$ cat src/rtl/timer_ctrl_pkg.sv
// Shared types and default constants for the MM:SS countdown sequencer.
// Imported by timer_ctrl and its button auto-repeat helper.
package timer_ctrl_pkg;

    typedef enum logic [1:0] {
        ST_SET   = 2'd0,
        ST_RUN   = 2'd1,
        ST_ALARM = 2'd2
    } state_e;

    typedef struct packed {
        logic inc_sec;
        logic inc_min;
        logic dec_sec;
        logic clr;
    } strobe_t;

    localparam int unsigned DEF_REPEAT_DELAY = 50_000_000;
    localparam int unsigned DEF_REPEAT_RATE  = 12_500_000;
    localparam int unsigned DEF_ALARM_SECS   = 10;

    function automatic int unsigned max_u(input int unsigned a, input int unsigned b);
        return (a > b) ? a : b;
    endfunction

endpackage

$ cat src/rtl/timer_ctrl_btn_repeat.sv
// btn_repeat: rising-edge detect plus auto-repeat for one ADD button.
// fire_o requests a strobe on the edge and on each repeat interval while held.
module timer_ctrl_btn_repeat
    import timer_ctrl_pkg::*;
#(
    parameter int unsigned REPEAT_DELAY = DEF_REPEAT_DELAY,
    parameter int unsigned REPEAT_RATE  = DEF_REPEAT_RATE
) (
    input  logic clk_i,
    input  logic rst_i,
    input  logic en_i,
    input  logic cancel_i,
    input  logic btn_i,
    output logic edge_o,
    output logic fire_o
);

    localparam int unsigned CW = $clog2(max_u(REPEAT_DELAY, REPEAT_RATE) + 1);

    logic          prev_q;
    logic          armed_q, armed_d;
    logic [CW-1:0] cnt_q, cnt_d;

    assign edge_o = btn_i & ~prev_q;

    // The counter reloads with interval-1 so that it reaches zero exactly on the repeat cycle.
    always_comb begin
        // NOTE: every combinational output gets a default first so no path can infer a latch.
        armed_d = armed_q;
        cnt_d   = cnt_q;
        fire_o  = 1'b0;
        if (!en_i || cancel_i || !btn_i) begin
            armed_d = 1'b0;
            cnt_d   = '0;
        end else if (edge_o) begin
            fire_o  = 1'b1;
            armed_d = 1'b1;
            cnt_d   = CW'(REPEAT_DELAY - 1);
        end else if (armed_q) begin
            if (cnt_q == '0) begin
                fire_o = 1'b1;
                cnt_d  = CW'(REPEAT_RATE - 1);
            end else begin
                cnt_d = cnt_q - CW'(1);
            end
        end
    end

    always_ff @(posedge clk_i) begin
        if (rst_i) begin
            prev_q  <= 1'b1;
            armed_q <= 1'b0;
            cnt_q   <= '0;
        end else begin
            // NOTE: sequential state uses non-blocking assignments so all registers update together.
            prev_q  <= btn_i;
            armed_q <= armed_d;
            cnt_q   <= cnt_d;
        end
    end

endmodule

$ cat src/rtl/timer_ctrl.sv
// Sequencer for the MM:SS countdown chain: turns button levels and the 1 Hz tick
// into single-cycle counter strobes and tracks the SET/RUN/ALARM mode.
module timer_ctrl
    import timer_ctrl_pkg::*;
#(
    parameter int unsigned REPEAT_DELAY = DEF_REPEAT_DELAY,
    parameter int unsigned REPEAT_RATE  = DEF_REPEAT_RATE,
    parameter int unsigned ALARM_SECS   = DEF_ALARM_SECS
) (
    input  logic mclk_i,
    input  logic rst_i,
    input  logic tick_i,
    input  logic bt_start_i,
    input  logic bt_reset_i,
    input  logic bt_sec_i,
    input  logic bt_min_i,
    input  logic zero_i,
    output logic inc_sec_o,
    output logic inc_min_o,
    output logic dec_sec_o,
    output logic clr_o,
    output logic running_o,
    output logic alarm_o,
    output logic blank_o
);

    localparam int unsigned TW = $clog2(ALARM_SECS + 1);

    state_e        state_q, state_d;
    strobe_t       strobe_q, strobe_d;
    logic [TW-1:0] tick_cnt_q, tick_cnt_d;
    logic          blank_q, blank_d;
    logic          start_prev_q, reset_prev_q;
    logic          start_edge, reset_edge;
    logic          sec_edge, sec_fire, min_edge, min_fire;
    logic          rep_en;

    assign start_edge = bt_start_i & ~start_prev_q;
    assign reset_edge = bt_reset_i & ~reset_prev_q;
    assign rep_en     = (state_q == ST_SET);

    // A higher-priority action kills any lower-priority repeat in progress.
    timer_ctrl_btn_repeat #(
        .REPEAT_DELAY (REPEAT_DELAY),
        .REPEAT_RATE  (REPEAT_RATE)
    ) u_min_rep (
        .clk_i    (mclk_i),
        .rst_i    (rst_i),
        .en_i     (rep_en),
        .cancel_i (start_edge | reset_edge),
        .btn_i    (bt_min_i),
        .edge_o   (min_edge),
        .fire_o   (min_fire)
    );

    timer_ctrl_btn_repeat #(
        .REPEAT_DELAY (REPEAT_DELAY),
        .REPEAT_RATE  (REPEAT_RATE)
    ) u_sec_rep (
        .clk_i    (mclk_i),
        .rst_i    (rst_i),
        .en_i     (rep_en),
        .cancel_i (start_edge | reset_edge | min_fire),
        .btn_i    (bt_sec_i),
        .edge_o   (sec_edge),
        .fire_o   (sec_fire)
    );

    always_comb begin
        state_d    = state_q;
        strobe_d   = '0;
        tick_cnt_d = tick_cnt_q;
        blank_d    = blank_q;
        case (state_q)
            ST_SET: begin
                tick_cnt_d = '0;
                blank_d    = 1'b0;
                if (start_edge) begin
                    if (!zero_i) state_d = ST_RUN;
                end else if (reset_edge) begin
                    strobe_d.clr = 1'b1;
                end else if (min_fire) begin
                    strobe_d.inc_min = 1'b1;
                end else if (sec_fire) begin
                    strobe_d.inc_sec = 1'b1;
                end
            end
            ST_RUN: begin
                if (start_edge) begin
                    state_d = ST_SET;
                end else if (zero_i) begin
                    state_d    = ST_ALARM;
                    tick_cnt_d = '0;
                    blank_d    = 1'b0;
                end else if (tick_i) begin
                    strobe_d.dec_sec = 1'b1;
                end
            end
            ST_ALARM: begin
                // The exit fires the cycle after the last counted tick, so that tick's blink phase is shown.
                if (start_edge || reset_edge || sec_edge || min_edge ||
                    tick_cnt_q == TW'(ALARM_SECS)) begin
                    state_d    = ST_SET;
                    tick_cnt_d = '0;
                    blank_d    = 1'b0;
                end else if (tick_i) begin
                    tick_cnt_d = tick_cnt_q + TW'(1);
                    blank_d    = ~blank_q;
                end
            end
            default: begin
                state_d = ST_SET;
            end
        endcase
    end

    always_ff @(posedge mclk_i) begin
        if (rst_i) begin
            state_q      <= ST_SET;
            strobe_q     <= '0;
            tick_cnt_q   <= '0;
            blank_q      <= 1'b0;
            start_prev_q <= 1'b1;
            reset_prev_q <= 1'b1;
        end else begin
            state_q      <= state_d;
            strobe_q     <= strobe_d;
            tick_cnt_q   <= tick_cnt_d;
            blank_q      <= blank_d;
            start_prev_q <= bt_start_i;
            reset_prev_q <= bt_reset_i;
        end
    end

    assign inc_sec_o = strobe_q.inc_sec;
    assign inc_min_o = strobe_q.inc_min;
    assign dec_sec_o = strobe_q.dec_sec;
    assign clr_o     = strobe_q.clr;
    assign running_o = (state_q == ST_RUN);
    assign alarm_o   = (state_q == ST_ALARM);
    assign blank_o   = blank_q;

endmodule

$ cat config.mk
export PLATFORM = sky130hd
export DESIGN_NAME = timer_ctrl
export DESIGN_NICKNAME = d
export VERILOG_FILES = /design/src/rtl/timer_ctrl_pkg.sv /design/src/rtl/timer_ctrl_btn_repeat.sv /design/src/rtl/timer_ctrl.sv
export SDC_FILE = /design/constraint.sdc
export NUM_CORES = 1
export LEC_CHECK = 0
export CAP_MARGIN = 10
export CORE_MARGIN = 4
export CORE_UTILIZATION = 50
export DETAILED_ROUTE_END_ITERATION = 6
export PLACE_DENSITY_LB_ADDON = 0.25
export SLEW_MARGIN = 20
export SYNTH_ARGS = -nofsm -noshare
export SYNTH_HDL_FRONTEND = slang
export SYNTH_HIERARCHICAL = 1
export SYNTH_SLANG_ARGS = --single-unit
$ cat constraint.sdc
create_clock -name mclk_i -period 4.2 [get_ports mclk_i]
set_clock_uncertainty 0.1 [all_clocks]
set_input_delay 1.05 -clock mclk_i [delete_from_list [all_inputs] [get_ports mclk_i]]
set_output_delay 1.05 -clock mclk_i [all_outputs]
set_load 0.01 [all_outputs]
---- Word level (Yosys, flattened, before mapping) ----
Cells that the tools add are included.
storage, ports and cells
  register bits ........................... 69
operators by class
  $add $sub $neg .......................... 3
  eq/ne operators ......................... 10
  muxes and demuxes ....................... 34
  bitwise logic cells ..................... 13
  reductions and logical operators ........ 27
operators by type and width
  operator                                               number
  2-to-1 mux 26 bit                                      6
  logical NOT 26 bit                                     2
  subtractor 26 x 1 -> 26 bit, second input constant     2
  2-to-1 mux 1 bit                                       16
  2-to-1 mux 4 bit                                       4
  one-hot mux 4 bit (3 select lines)                     1
  2-to-1 mux 2 bit                                       5
  OR reduction 3 bit                                     3
  logical OR 1 bit                                       8
  inequality test 2 bit, second input constant           4
  AND reduction 4 bit                                    2
  OR reduction 4 bit                                     2
  NOT 1 bit                                              7
  inequality test 3 x 2 -> 1 bit, second input constant  2
  one-hot mux 2 bit (3 select lines)                     1
  OR reduction 5 bit                                     1
  adder 4 x 1 -> 4 bit, second input constant            1
  bitwise AND 1 bit                                      4
  equality test 4 bit, second input constant             1
  nonzero test 2 bit                                     2
  OR reduction 2 bit                                     2
  logical NOT 1 bit                                      3
  one-hot mux 1 bit (3 select lines)                     1
  nonzero test 3 bit                                     1
  other kinds (5)                                        6

---- Depth between registers and ports, before layout ----
Gate-level depths: netlist of the first run.
  word-level depth ........................ 11
  gate-level depth with buffers ........... 14

---- Hierarchy ----
The synthesis of the first run kept the hierarchy.
modules (own cells, without submodules)
  module                 instances  cells an instance  area each (um^2)  seq. area each (um^2)
  timer_ctrl_btn_repeat  2          167                1460.2            560.5
  timer_ctrl             1          74                 665.6             260.2

---- Least setup slack after synthesis of the first run ----
No wires, ideal clock.
  path kind ............................... input to register
  start point ............................. input port bt_min_i
  end point ............................... register u_sec_rep.cnt_q[16]
  arrival ................................. 3.113 ns
  required time ........................... 4.030 ns
  path slack .............................. 0.917 ns
  stages on the path ...................... 12
  buffers on the path ..................... 3
  cell sequence ........................... nand2b_1 -> inv_1 -> clkbuf_1 -> a31oi_1 -> clkbuf_1 -> nor2_1 -> or2_2 -> nand4bb_1 -> clkbuf_1 -> nor2_1 -> o31ai_1 -> a21oi_1
between the ends
  cells in the longest elaborated chain, start to end .. 7
  elaborated cells on any way between the ends .. 9
  classes of those cells .................. mux (2); bitwise (2); reduce/logical (5)
ends and longest elaborated chain
  item                                 RTL line                     source
  start, declared                      timer_ctrl.sv:16             input logic bt_min_i,
  bitwise AND 1 bit                    timer_ctrl_btn_repeat.sv:24  assign edge_o = btn_i & ~prev_q;
  via min_edge                         timer_ctrl.sv:35             logic sec_edge, sec_fire, min_edge, min_fire;
  2-to-1 mux 1 bit                     timer_ctrl_btn_repeat.sv:35  end else if (edge_o) begin
  2-to-1 mux 1 bit                     timer_ctrl_btn_repeat.sv:32  if (!en_i || cancel_i || !btn_i) begin
  via min_fire                         timer_ctrl.sv:35
  bitwise OR 1 bit                     timer_ctrl.sv:63             .cancel_i (start_edge | reset_edge | min_fire),
  logical OR 1 bit (2 in series)       timer_ctrl_btn_repeat.sv:32
  OR reduction 3 bit (no source line)  --
  end signal, assigned                 timer_ctrl_btn_repeat.sv:58  cnt_q <= cnt_d;
  end, declared                        timer_ctrl_btn_repeat.sv:22  logic [CW-1:0] cnt_q, cnt_d;
The timed path passes the listed nets, and every way through them passes these cells.
A chain may end at the register's enable or synchronous reset.

---- Worst setup path in the final report of the first run ----
  start point ............................. input port bt_reset_i
  end point ............................... register u_sec_rep.cnt_q[16]
between the ends
  cells in the longest elaborated chain, start to end .. 9
ends and longest elaborated chain
  item                                 RTL line                     source
  start, declared                      timer_ctrl.sv:14             input logic bt_reset_i,
  bitwise AND 1 bit                    timer_ctrl.sv:39             assign reset_edge = bt_reset_i & ~reset_prev_q;
  bitwise OR 1 bit                     timer_ctrl.sv:50             .cancel_i (start_edge | reset_edge),
  logical OR 1 bit (2 in series)       timer_ctrl_btn_repeat.sv:32
  2-to-1 mux 1 bit                     timer_ctrl_btn_repeat.sv:32
  via min_fire                         timer_ctrl.sv:35
  bitwise OR 1 bit                     timer_ctrl.sv:63
  logical OR 1 bit (2 in series)       timer_ctrl_btn_repeat.sv:32
  OR reduction 3 bit (no source line)  --
The timed path passes the listed nets, and every way through them passes these cells.

==> results by group, run 1 <==
Run status
  – Outcome: finished clean

GRT
  – Global Route Usage Sum: 0.187
  – Total overflow reported by the global router: 0
  – Wire length of the first global-routing pass: ~13000 um
  – Via count of the first global-routing pass: around 2800
  – Maximum number of pins on one net before global-route repair: 20
  – Initial antenna violation count: 0

Synthesis
  – Most common library cells after synthesis: dfxtp_1, nor2_1, a21oi_1, a31oi_1, o31ai_1
  – Share of synthesized flip-flops with an asynchronous set or reset: 0
  – Dominant cell by count in the synthesized netlist: dfxtp_1
  – Synthesized area: 0.00359 mm2
  – Share of cell area taken by muxes after synthesis: 0.0119
  – Count of warnings emitted by yosys: 6
  – Dominant combinational cell family by area after synthesis: simple AND/OR/NAND/NOR gates
  – Main flop type after synthesis: dfxtp_1
  – Yosys top cell area share: 0.385
  – Adder-Cell Fraction of Synth Area: 0.0140
  – Compound-gate portion of the synthesized area: 0.212
  – Post-synthesis cell type with the largest combined area: dfxtp_1
  – Count of flip-flops with a built-in enable after synthesis: 0
  – Synthesized flop and latch total: 69
  – Simple-gate portion of the synthesized area: 0.293
  – Post-Synthesis Net Count: between 400 and 500
  – Xor-xnor portion of the synthesized cell area: 0.0415
  – Distinct cells, synth: 54
  – Mean Syn Cell Area: a little under 9 um2
  – Seq/Total Area, Yosys: 0.385
  – Synth top area cells: dfxtp_1, a31oi_1, o31ai_1, a21oi_1, or4_1
  – Cells after Synth: 408

Floorplan
  – Overall die area: 0.00859 mm2
  – Initial core utilization: 0.522
  – Horizontal die dimension: 92.7 um
  – I/O pin count: 15
  – Die Y: between 90 and 100 um
  – Floorplan core area: 0.00687 mm2
  – Total number of placement rows: 30

Timing
  – Hold_ws: roughly 370 ps
  – Top achievable clock speed: 0.319 GHz
  – Measured slew at the worst slew-check pin: 817 ps
  – Max Transition Viols Final: 0
  – Final min period: around 3100 ps
  – Setup tns final: 0 ps
  – Relative slew margins: 0.450
  – Endpoints failing setup: 0
  – Share of the clock period used by the worst path: 0.746
  – Hold violation total from the final report: 0
  – RSZ-0062 raised after global routing: no

Worst setup path
  – Worst-path maximum fanout: 19
  – Capturing element type of the critical path: flip-flop
  – Critical Path Max Stage Delay: between 400 and 500 ps
  – Worst setup SP type: input pin
  – Sum of buffers and inverters on the critical path: 3
  – Required time at the endpoint of the critical path: around 4400 ps
  – Critical path arrival: about 3300 ps
  – Ordered list of cells on the worst path: clkdlybuf4s50_1 -> inv_1 -> o21ai_4 -> nand3b_1 -> nor2_1 -> or2_2 -> nand4bb_1 -> buf_4 -> nor2_1 -> o31ai_1 -> a21oi_1
  – Worst-path cell with the longest stage delay: clkdlybuf4s50_1
  – Cell with the most instances on the worst path: nor2_1
  – Cell family contributing the most delay on the critical path: simple AND/OR/NAND/NOR gates
  – Startpoint-to-endpoint class of the critical path: in -> reg

Placed design
  – Detailed placer's ending HPWL: between 5000 and 6000 um
  – Number of port buffers: 14
  – Placed standard-cell area: 0.00380 mm2
  – Final weighted congestion in routability-driven placement: 0.884

Cells and area
  – Area added between synthesis and finish: 11.2%
  – Antenna Cells: 0
  – Final net count: 431
  – Share of the core filled with cells: 0.580
  – Final standard cell area without fillers: approximately 0.0040 mm2
  – Proportion of layout cells with a drive suffix above 1: 0.128

Clocking
  – Total of cells resized after clock tree synthesis: 0
  – Number of buffers added by the clock tree synthesis step: 9
  – Total of hold buffers inserted after clock tree synthesis: 0
  – Clk_lat worst skew: between 300 and 400 ps
  – Total number of clock tree sinks: 69
  – H-tree depth: 3
  – Worst-path clk slew: ~80 ps
  – Clock Tree Buf Depth: 2
  – Root Buffer: clkbuf_8
  – CTS tree: yes
  – Setup repair bufs after CTS: 0

Detailed routing
  – Vias per inst: 6.16
  – Overall via count from detail_route: 3197
  – DRC marker count from the first detailed-route iteration: 247
  – Average routed wire per standard cell: between 15 and 20 um
  – Post-route DRC violation count: 0
  – DRT Pass-1 Iters: 4
  – Final wirelength: 7960 um
  – Antenna-violating nets left: 0

Power and ir drop
  – Leakage Power: roughly 0.0014 uW
  – Highest ir drop seen on vdd: between 150 and 200 uV
  – Power per standard cell area: around 350 mW/mm2
  – Design Power: around 1400 uW

Run
  – Max cap viols: 0

Worst hold path
  – Kind of path behind the tightest hold check: reg -> reg
## sequential cells by signal, indices dropped and copies added, names as in the netlist
| register | count |
|---|---|
| start_prev_q | 1 |
| state_q | 2 |
| u_sec_rep/prev_q | 1 |
| u_min_rep/cnt_q | 26 |
| dec_sec_o | 1 |
| reset_prev_q | 1 |
| u_sec_rep/cnt_q | 26 |
| u_sec_rep/armed_q | 1 |
| u_min_rep/prev_q | 1 |
| clr_o | 1 |
| u_min_rep/armed_q | 1 |
| inc_sec_o | 1 |
| blank_o | 1 |
| tick_cnt_q | 4 |
| inc_min_o | 1 |
## metal layers
layer	wire, um	track usage	up-vias
met2	3410	0.267	97
met3	477	0.0455	8
met1	4000	0.276	1498
met5	0	0	-
met4	78	0.0611	0
li1	-	-	1594
## cell families after synthesis
| family | count (synthesis) |
|---|---|
| AND/OR/NAND/NOR | 173 |
| AO/OA/AOI/OAI | 107 |
| flip-flops | 69 |
| buffers and inverters | 34 |
| XOR/XNOR | 17 |
| multiplexers | 4 |
| adder cells (fa/ha/maj) | 4 |
## layout make-up
cell class                      count  area (um2)
Inverter                           11        41.3
Clock inverter                      3        20.0
Fill cell                         623        2880
Multi-Input combinational cell    305        2050
Timing Repair Buffer               23         208
Tap cell                           96         120
Sequential cell                    69        1380
Clock buffer                       12         165
## through the flow
step	setup WS [ps]	instances
final	1070	519
after global placement	826	504
after detailed placement	738	504
after floorplan	917	408
after CTS	1100	519
after global routing	918	519
## layout by cell type (no fill, tap or decap), types with 6 or more instances in the layout
cell             count
dfxtp_1             69
nor2_1              31
a21oi_1             27
a31oi_1             24
o31ai_1             20
nand2_1             18
or4_1               18
nor4_1              14
clkdlybuf4s50_1     14
xor2_1              14
nand3_1             12
clkbuf_8            12
nand3b_1            12
o21ai_0             11
inv_1               10
nor3_1              10
buf_4                9
or2_2                7
nand2b_1             6
and2_1               6
nand4_1              6
o41ai_1              6
## worst min-delay path: cells and delay by family (launching register included)
| kind | cells | cell delay, ps |
|---|---|---|
| flip-flops | 1 | 320 |
| AND/OR/NAND/NOR | 1 | 50 |
| AO/OA/AOI/OAI | 1 | 50 |
## final timing paths
| path | startpoint | slack [ps] | to | cells after the start |
|---|---|---|---|---|
| min | blank_o$_SDFFE_PP0P_ | 370 | blank_o$_SDFFE_PP0P_ | 2 |
| min reg2reg | blank_o$_SDFFE_PP0P_ | 370 | blank_o$_SDFFE_PP0P_ | 2 |
| max reg2reg | u_min_rep/cnt_q[0]$_SDFFE_PP0P_ | 1300 | u_sec_rep/cnt_q[16]$_SDFFE_PP0P_ | 13 |
| max | bt_reset_i | 1070 | u_sec_rep/cnt_q[16]$_SDFFE_PP0P_ | 11 |
## report_power, final
group          total, uW  leakage [uW]  switching [uW]  internal, uW
clock                506     0.0000905             247           259
sequential           689      0.000559            19.0           670
combinational        212      0.000701             133          78.7
total               1410       0.00135             399          1010
(Power assumes the default switching activity.)
==> inputs of run 2 (changes only) <==
==> constraint.sdc (replaced) <==
create_clock -name mclk_i -period 3.04 [get_ports mclk_i]
set_clock_uncertainty 0.1 [all_clocks]
set_input_delay 0.76 -clock mclk_i [delete_from_list [all_inputs] [get_ports mclk_i]]
set_output_delay 0.76 -clock mclk_i [all_outputs]
set_load 0.01 [all_outputs]
==> results by group, run 2 (synthesized netlist as in run 1, its figures left out) <==
Clocking
  – Clock Tree Buf Depth: 2 (unchanged)
  – CTS tree: yes
  – H-tree depth: 3 (unchanged)
  – Total number of clock tree sinks: 69 (unchanged)
  – Worst-path clk slew: 70 ps (about the same)
  – Total of hold buffers inserted after clock tree synthesis: 0 (unchanged)
  – Number of buffers added by the clock tree synthesis step: 9 (unchanged)
  – Setup repair bufs after CTS: 0 (unchanged)
  – Total of cells resized after clock tree synthesis: 0 (unchanged)
  – Clk_lat worst skew: 330 ps (about the same)
  – Root Buffer: clkbuf_8

Timing
  – Hold violation total from the final report: 0 (unchanged)
  – Setup tns final: 0 ps (unchanged)
  – Measured slew at the worst slew-check pin: 829 ps (+12.0 ps)
  – Share of the clock period used by the worst path: 0.867
  – Final min period: approximately 2600 ps
  – RSZ-0062 raised after global routing: no
  – Endpoints failing setup: 0 (unchanged)
  – Top achievable clock speed: roughly 0.38 GHz
  – Relative slew margins: 0.445 (-0.00538)
  – Max Transition Viols Final: 0 (unchanged)

Run
  – Max cap viols: 0 (unchanged)

Cells and area
  – Registers with the most flip-flops: u_min_rep/cnt_q (26), u_sec_rep/cnt_q (26), tick_cnt_q (4)
  – Final net count: 439 (+1.9%)
  – Antenna Cells: 0 (unchanged)
  – Area of combinational cells with multiple inputs: 0.00205 mm2 (unchanged)
  – Area taken by flip-flops and latches: 0.00138 mm2 (unchanged)
  – Most frequent standard cell in the layout excluding fill and tap cells: dfxtp_1
  – Count of fill cells added during filler insertion: 603 (-3.2%)
  – Proportion of layout cells with a drive suffix above 1: 0.140 (+0.0119)
  – Area added between synthesis and finish: 12.3%
  – Most frequent cells in the layout: dfxtp_1, nor2_1, a21oi_1

Worst setup path
  – Worst setup SP type: flip-flop
  – Capturing element type of the critical path: flip-flop
  – Required time at the endpoint of the critical path: 3200 ps (-1180 ps)
  – Critical path arrival: 2800 ps (-510 ps)
  – Startpoint-to-endpoint class of the critical path: reg -> reg
  – Worst-path maximum fanout: 5 (-14)

Run status
  – Outcome: finished clean

GRT
  – Total overflow reported by the global router: 0 (unchanged)
  – Maximum number of pins on one net before global-route repair: 19 (-5.0%)
  – Via count of the first global-routing pass: 2920 (+4.1%)
  – Initial antenna violation count: 0 (unchanged)
  – Global Route Usage Sum: 0.196 (+0.00905)
  – Wire length of the first global-routing pass: 13900 um (+6.1%)

Worst hold path
  – Kind of path behind the tightest hold check: reg -> reg

Floorplan
  – Initial core utilization: 0.522 (unchanged)
  – Total number of placement rows: 30 (unchanged)
  – Die Y: 92.7 um (unchanged)
  – Floorplan core area: 0.00687 mm2 (unchanged)
  – Horizontal die dimension: 92.7 um (unchanged)
  – I/O pin count: 15 (unchanged)
  – Overall die area: 0.00859 mm2 (unchanged)

Power and ir drop
  – Highest ir drop seen on vdd: 280 uV (+49%)
  – Leakage Power: 0.00139 uW (+2.6%)
  – Power per standard cell area: 474 mW/mm2 (+34%)
  – Design Power: 1910 uW (+36%)

Detailed routing
  – Overall via count from detail_route: 3167 (-0.94%)
  – DRC marker count from the first detailed-route iteration: 290 (+17%)
  – Vias per inst: 6.02 (-2.3%)
  – DRT Pass-1 Iters: 5 (+1)
  – Post-route DRC violation count: 0 (unchanged)
  – Average routed wire per standard cell: 15.2 um (-1.0%)
  – Antenna-violating nets left: 0 (unchanged)
  – Final wirelength: 7990 um (+0.31%)

Placed design
  – Number of port buffers: 14 (unchanged)
  – Final weighted congestion in routability-driven placement: 0.873 (-1.3%)
  – Detailed placer's ending HPWL: 5580 um (+2.1%)
==> run 2: per-stage QoR <==
step                      hold WS (ps)  area [um2]  setup slack [ps]  cells   util
final                              383        4030               404    526  0.586
after global routing               409        4030               228    526  0.586
after CTS                          393        4030               434    526  0.586
after detailed placement           382        3860               182    512  0.562
after global placement             352        3860               269    512  0.562
after floorplan                    351        3590              47.1    408      -
==> run 2: power breakdown <==
part / switching [uW] / internal, uW / total (uW)
combinational: 183 / 116 / 298
clock: 327 / 330 / 657
sequential: 26.0 / 926 / 952
==> run 2: path summary, 6_finish.rpt <==
path                            slack (ps)  depth (start not counted)                       startpoint                               end
worst max-delay path                   400                         11  u_min_rep/cnt_q[0]$_SDFFE_PP0P_  u_sec_rep/cnt_q[16]$_SDFFE_PP0P_
worst min-delay path                   380                          2             blank_o$_SDFFE_PP0P_              blank_o$_SDFFE_PP0P_
worst max register to register         400                         11  u_min_rep/cnt_q[0]$_SDFFE_PP0P_  u_sec_rep/cnt_q[16]$_SDFFE_PP0P_
worst min register to register         380                          2             blank_o$_SDFFE_PP0P_              blank_o$_SDFFE_PP0P_
==> run 2: final cells by class <==
cell class                 instances  share of cell area
clock inverter                     2             0.00249
sequential                        69               0.343
clock buffer                      12              0.0385
inverter                          11              0.0103
timing repair buffer              31              0.0665
multi-input combinational        305               0.509
tap                               96              0.0298
==> run 2: worst max-delay path: stages (launching register included) <==
cell and delay [ps]:
dfxtp_1 420, inv_1 80, ha_1 220, nor4bb_1 140
and2_1 220, a31oi_1 270, nor2_1 90, or2_2 320
nand4bb_1 210, nor2_1 200, o31ai_1 170, a21oi_1 150
==> run 2: layer usage <==
| layer | GRT usage | up-vias | wire, um |
|---|---|---|---|
| li1 | - | 1605 | - |
| met1 | 0.281 | 1453 | 4090 |
| met2 | 0.291 | 101 | 3340 |
| met3 | 0.0390 | 8 | 444 |
| met5 | 0 | - | 0 |
| met4 | 0.0733 | 0 | 104 |
==> inputs of run 3 (changes only) <==
--- a/config.mk
+++ b/config.mk
@@ -7,8 +7,9 @@
 export LEC_CHECK = 0
 export CAP_MARGIN = 10
 export CORE_MARGIN = 4
-export CORE_UTILIZATION = 50
+export CORE_UTILIZATION = 30
 export DETAILED_ROUTE_END_ITERATION = 6
+export HOLD_SLACK_MARGIN = 0.12
 export PLACE_DENSITY_LB_ADDON = 0.25
 export SLEW_MARGIN = 20
 export SYNTH_ARGS = -nofsm -noshare
==> results by group, run 3 (synthesized netlist as in run 1, its figures left out) <==
Clocking
  – Root Buffer: clkbuf_16
  – Setup repair bufs after CTS: 0 (unchanged)
  – Clk_lat worst skew: 330 ps (about the same)
  – Worst-path clk slew: 60 ps (about the same)
  – Total number of clock tree sinks: 69 (unchanged)
  – Clock Tree Buf Depth: 2 (unchanged)
  – Number of buffers added by the clock tree synthesis step: 9 (unchanged)
  – CTS tree: yes
  – H-tree depth: 3 (unchanged)
  – Total of hold buffers inserted after clock tree synthesis: 0 (unchanged)
  – Total of cells resized after clock tree synthesis: 0 (unchanged)

Worst setup path
  – Capturing element type of the critical path: flip-flop
  – Critical path arrival: 2800 ps (about the same)
  – Count of cells along the worst register-to-register path: 11 (unchanged)
  – Required time at the endpoint of the critical path: 3200 ps (about the same)
  – RR Endpoint: u_sec_rep/cnt_q[16]$_SDFFE_PP0P_
  – Worst-path maximum fanout: 5 (unchanged)
  – Launch point of the worst reg-to-reg path: u_min_rep/cnt_q[0]$_SDFFE_PP0P_
  – Startpoint-to-endpoint class of the critical path: reg -> reg
  – Worst setup SP type: flip-flop
  – Worst setup slack for register-to-register paths: 410 ps (about the same)

Floorplan
  – Floorplan core area: 0.0116 mm2 (+68%)
  – Initial core utilization: 0.310 (-0.212)
  – Total number of placement rows: 39 (+30%)
  – Overall die area: 0.0138 mm2 (+60%)
  – I/O pin count: 15 (unchanged)
  – Die Y: 117 um (+27%)
  – Horizontal die dimension: 117 um (+27%)

Placed design
  – Detailed placer's ending HPWL: 6110 um (+9.5%)
  – Number of port buffers: 14 (unchanged)
  – Final weighted congestion in routability-driven placement: 0.857 (-1.9%)
  – Number of cells after detailed placement: 565 (+10%)

Timing
  – Relative slew margins: 0.437 (-0.00788)
  – Final min period: 2630 ps (-3.16 ps)
  – Measured slew at the worst slew-check pin: 841 ps (+11.8 ps)
  – Hold violation total from the final report: 0 (unchanged)
  – Endpoints failing setup: 0 (unchanged)
  – RSZ-0062 raised after global routing: no
  – Share of the clock period used by the worst path: 0.866 (-0.00104)
  – Setup tns final: 0 ps (unchanged)
  – Top achievable clock speed: 0.380 GHz (+0.12%)
  – Max Transition Viols Final: 0 (unchanged)

Power and ir drop
  – Power per standard cell area: 543 mW/mm2 (+15%)
  – Combinational group share of total power: 0.134 (-0.022)
  – Part of the total power dissipated in the clock network: 0.455 (+0.111)
  – Sequential power share: 0.411 (-0.088)
  – Switching part of the total power: 0.257 (-0.0239)
  – Leakage Power: 0.00148 uW (+6.5%)
  – Highest ir drop seen on vdd: 397 uV (+42%)
  – Switching pwr: 595 uW (+11%)
  – Cell Int Power: 1720 uW (+25%)
  – Design Power: 2320 uW (+21%)

Cells and area
  – Antenna Cells: 0 (unchanged)
  – Count of fill cells added during filler insertion: 1156 (+92%)
  – Area added between synthesis and finish: 18.9%
  – Most frequent cells in the layout: dfxtp_1, nor2_1, a21oi_1
  – Final net count: 445 (+1.4%)
  – Proportion of layout cells with a drive suffix above 1: 0.156 (+0.0161)
  – Final cell count without fillers: 580 (+10%)
  – Registers with the most flip-flops: u_min_rep/cnt_q (26), u_sec_rep/cnt_q (26), tick_cnt_q (4)
  – Most frequent standard cell in the layout excluding fill and tap cells: dfxtp_1

Detailed routing
  – Final wirelength: 8500 um (+6.4%)
  – Post-route DRC violation count: 0 (unchanged)
  – Average routed wire per standard cell: 14.7 um (-3.5%)
  – Antenna-violating nets left: 0 (unchanged)
  – DRC marker count from the first detailed-route iteration: 140 (-52%)
  – Overall via count from detail_route: 3230 (+2.0%)
  – DRT Pass-1 Iters: 4 (-1)
  – Vias per inst: 5.57 (-7.5%)

GRT
  – Total overflow reported by the global router: 0 (unchanged)
  – Via count of the first global-routing pass: 3119 (+6.8%)
  – Initial antenna violation count: 0 (unchanged)
  – Global Route Usage Sum: 0.127 (-0.0695)
  – Wire length of the first global-routing pass: 14800 um (+7.0%)
  – Maximum number of pins on one net before global-route repair: 19 (unchanged)

Worst hold path
  – Kind of path behind the tightest hold check: reg -> reg
  – End of the worst hold path: blank_o$_SDFFE_PP0P_
  – HP Start: blank_o$_SDFFE_PP0P_
  – Cell count of the worst hold path: 2 (unchanged)

Run
  – Max cap viols: 0 (unchanged)

Run status
  – Outcome: finished clean
==> run 3: changes by cell type in the layout (fill, tap and decap cells not counted) <==
cell and delta:
clkbuf_16 +9, clkbuf_1 -1, clkinvlp_4 +1, bufinv_16 +1
clkbuf_8 -9, buf_4 +6
==> run 3: worst max-delay path by stage <==
| stage | endpoint | startpoint | depth (start not counted) |
|---|---|---|---|
| global route | u_sec_rep/cnt_q[16]$_SDFFE_PP0P_ | u_min_rep/cnt_q[0]$_SDFFE_PP0P_ | 11 |
| global placement | u_sec_rep/cnt_q[16]$_SDFFE_PP0P_ | bt_min_i | 10 |
| CTS | u_sec_rep/cnt_q[16]$_SDFFE_PP0P_ | u_min_rep/cnt_q[0]$_SDFFE_PP0P_ | 11 |
| finish | u_sec_rep/cnt_q[16]$_SDFFE_PP0P_ | u_min_rep/cnt_q[0]$_SDFFE_PP0P_ | 11 |
| detailed placement | u_sec_rep/cnt_q[16]$_SDFFE_PP0P_ | bt_min_i | 10 |
| floorplan | u_sec_rep/cnt_q[16]$_SDFFE_PP0P_ | bt_min_i | 12 |
==> run 3: cell type report <==
type	count	area, um2	share of cell area
clock buffers	11	253	0.0593
clock inverters	4	47.5	0.0111
inverters	11	41.3	0.00968
multi-input cells	305	2050	0.481
flip-flops and latches	69	1380	0.324
well taps	143	179	0.0419
repair buffers	37	313	0.0733
==> run 3: routing by layer <==
metal / global-route usage / vias up / share of wire
met3: 0.0269 / 12 / 0.043
met1: 0.162 / 1539 / 0.47
met2: 0.208 / 63 / 0.47
met5: 0 / - / 0
met4: 0.0528 / 0 / 0.019
li1: - / 1616 / -
==> run 3: per-stage QoR <==
stage	utilization	hold WS [ps]	setup slack, ps	instance area, um2
after floorplan	-	351	47.1	3590
after global placement	0.343	354	170	3970
after detailed placement	0.343	375	122	3970
after CTS	0.369	385	410	4270
after global routing	0.369	397	184	4270
final	0.369	375	407	4270
==> run 3: worst max-delay path: stages (launching register included) <==
cell       delay, ps
dfxtp_1          420
inv_1             70
ha_1             210
nor4bb_1         150
and2_1           190
a31oi_1          270
nor2_1            90
or2_2            320
nand4bb_1        220
nor2_1           220
o31ai_1          170
a21oi_1          140
==> run 3: power by group through the flow <==
stage          Combinational (uW)  Sequential (uW)  Clock, uW
6_report                      310              952       1050
5_1_grt                       348              955       1130
4_1_cts                       310              951       1090
3_5_place_dp                  309              971          0
3_3_place_gp                  306              970          0
2_1_floorplan                 217              963          0
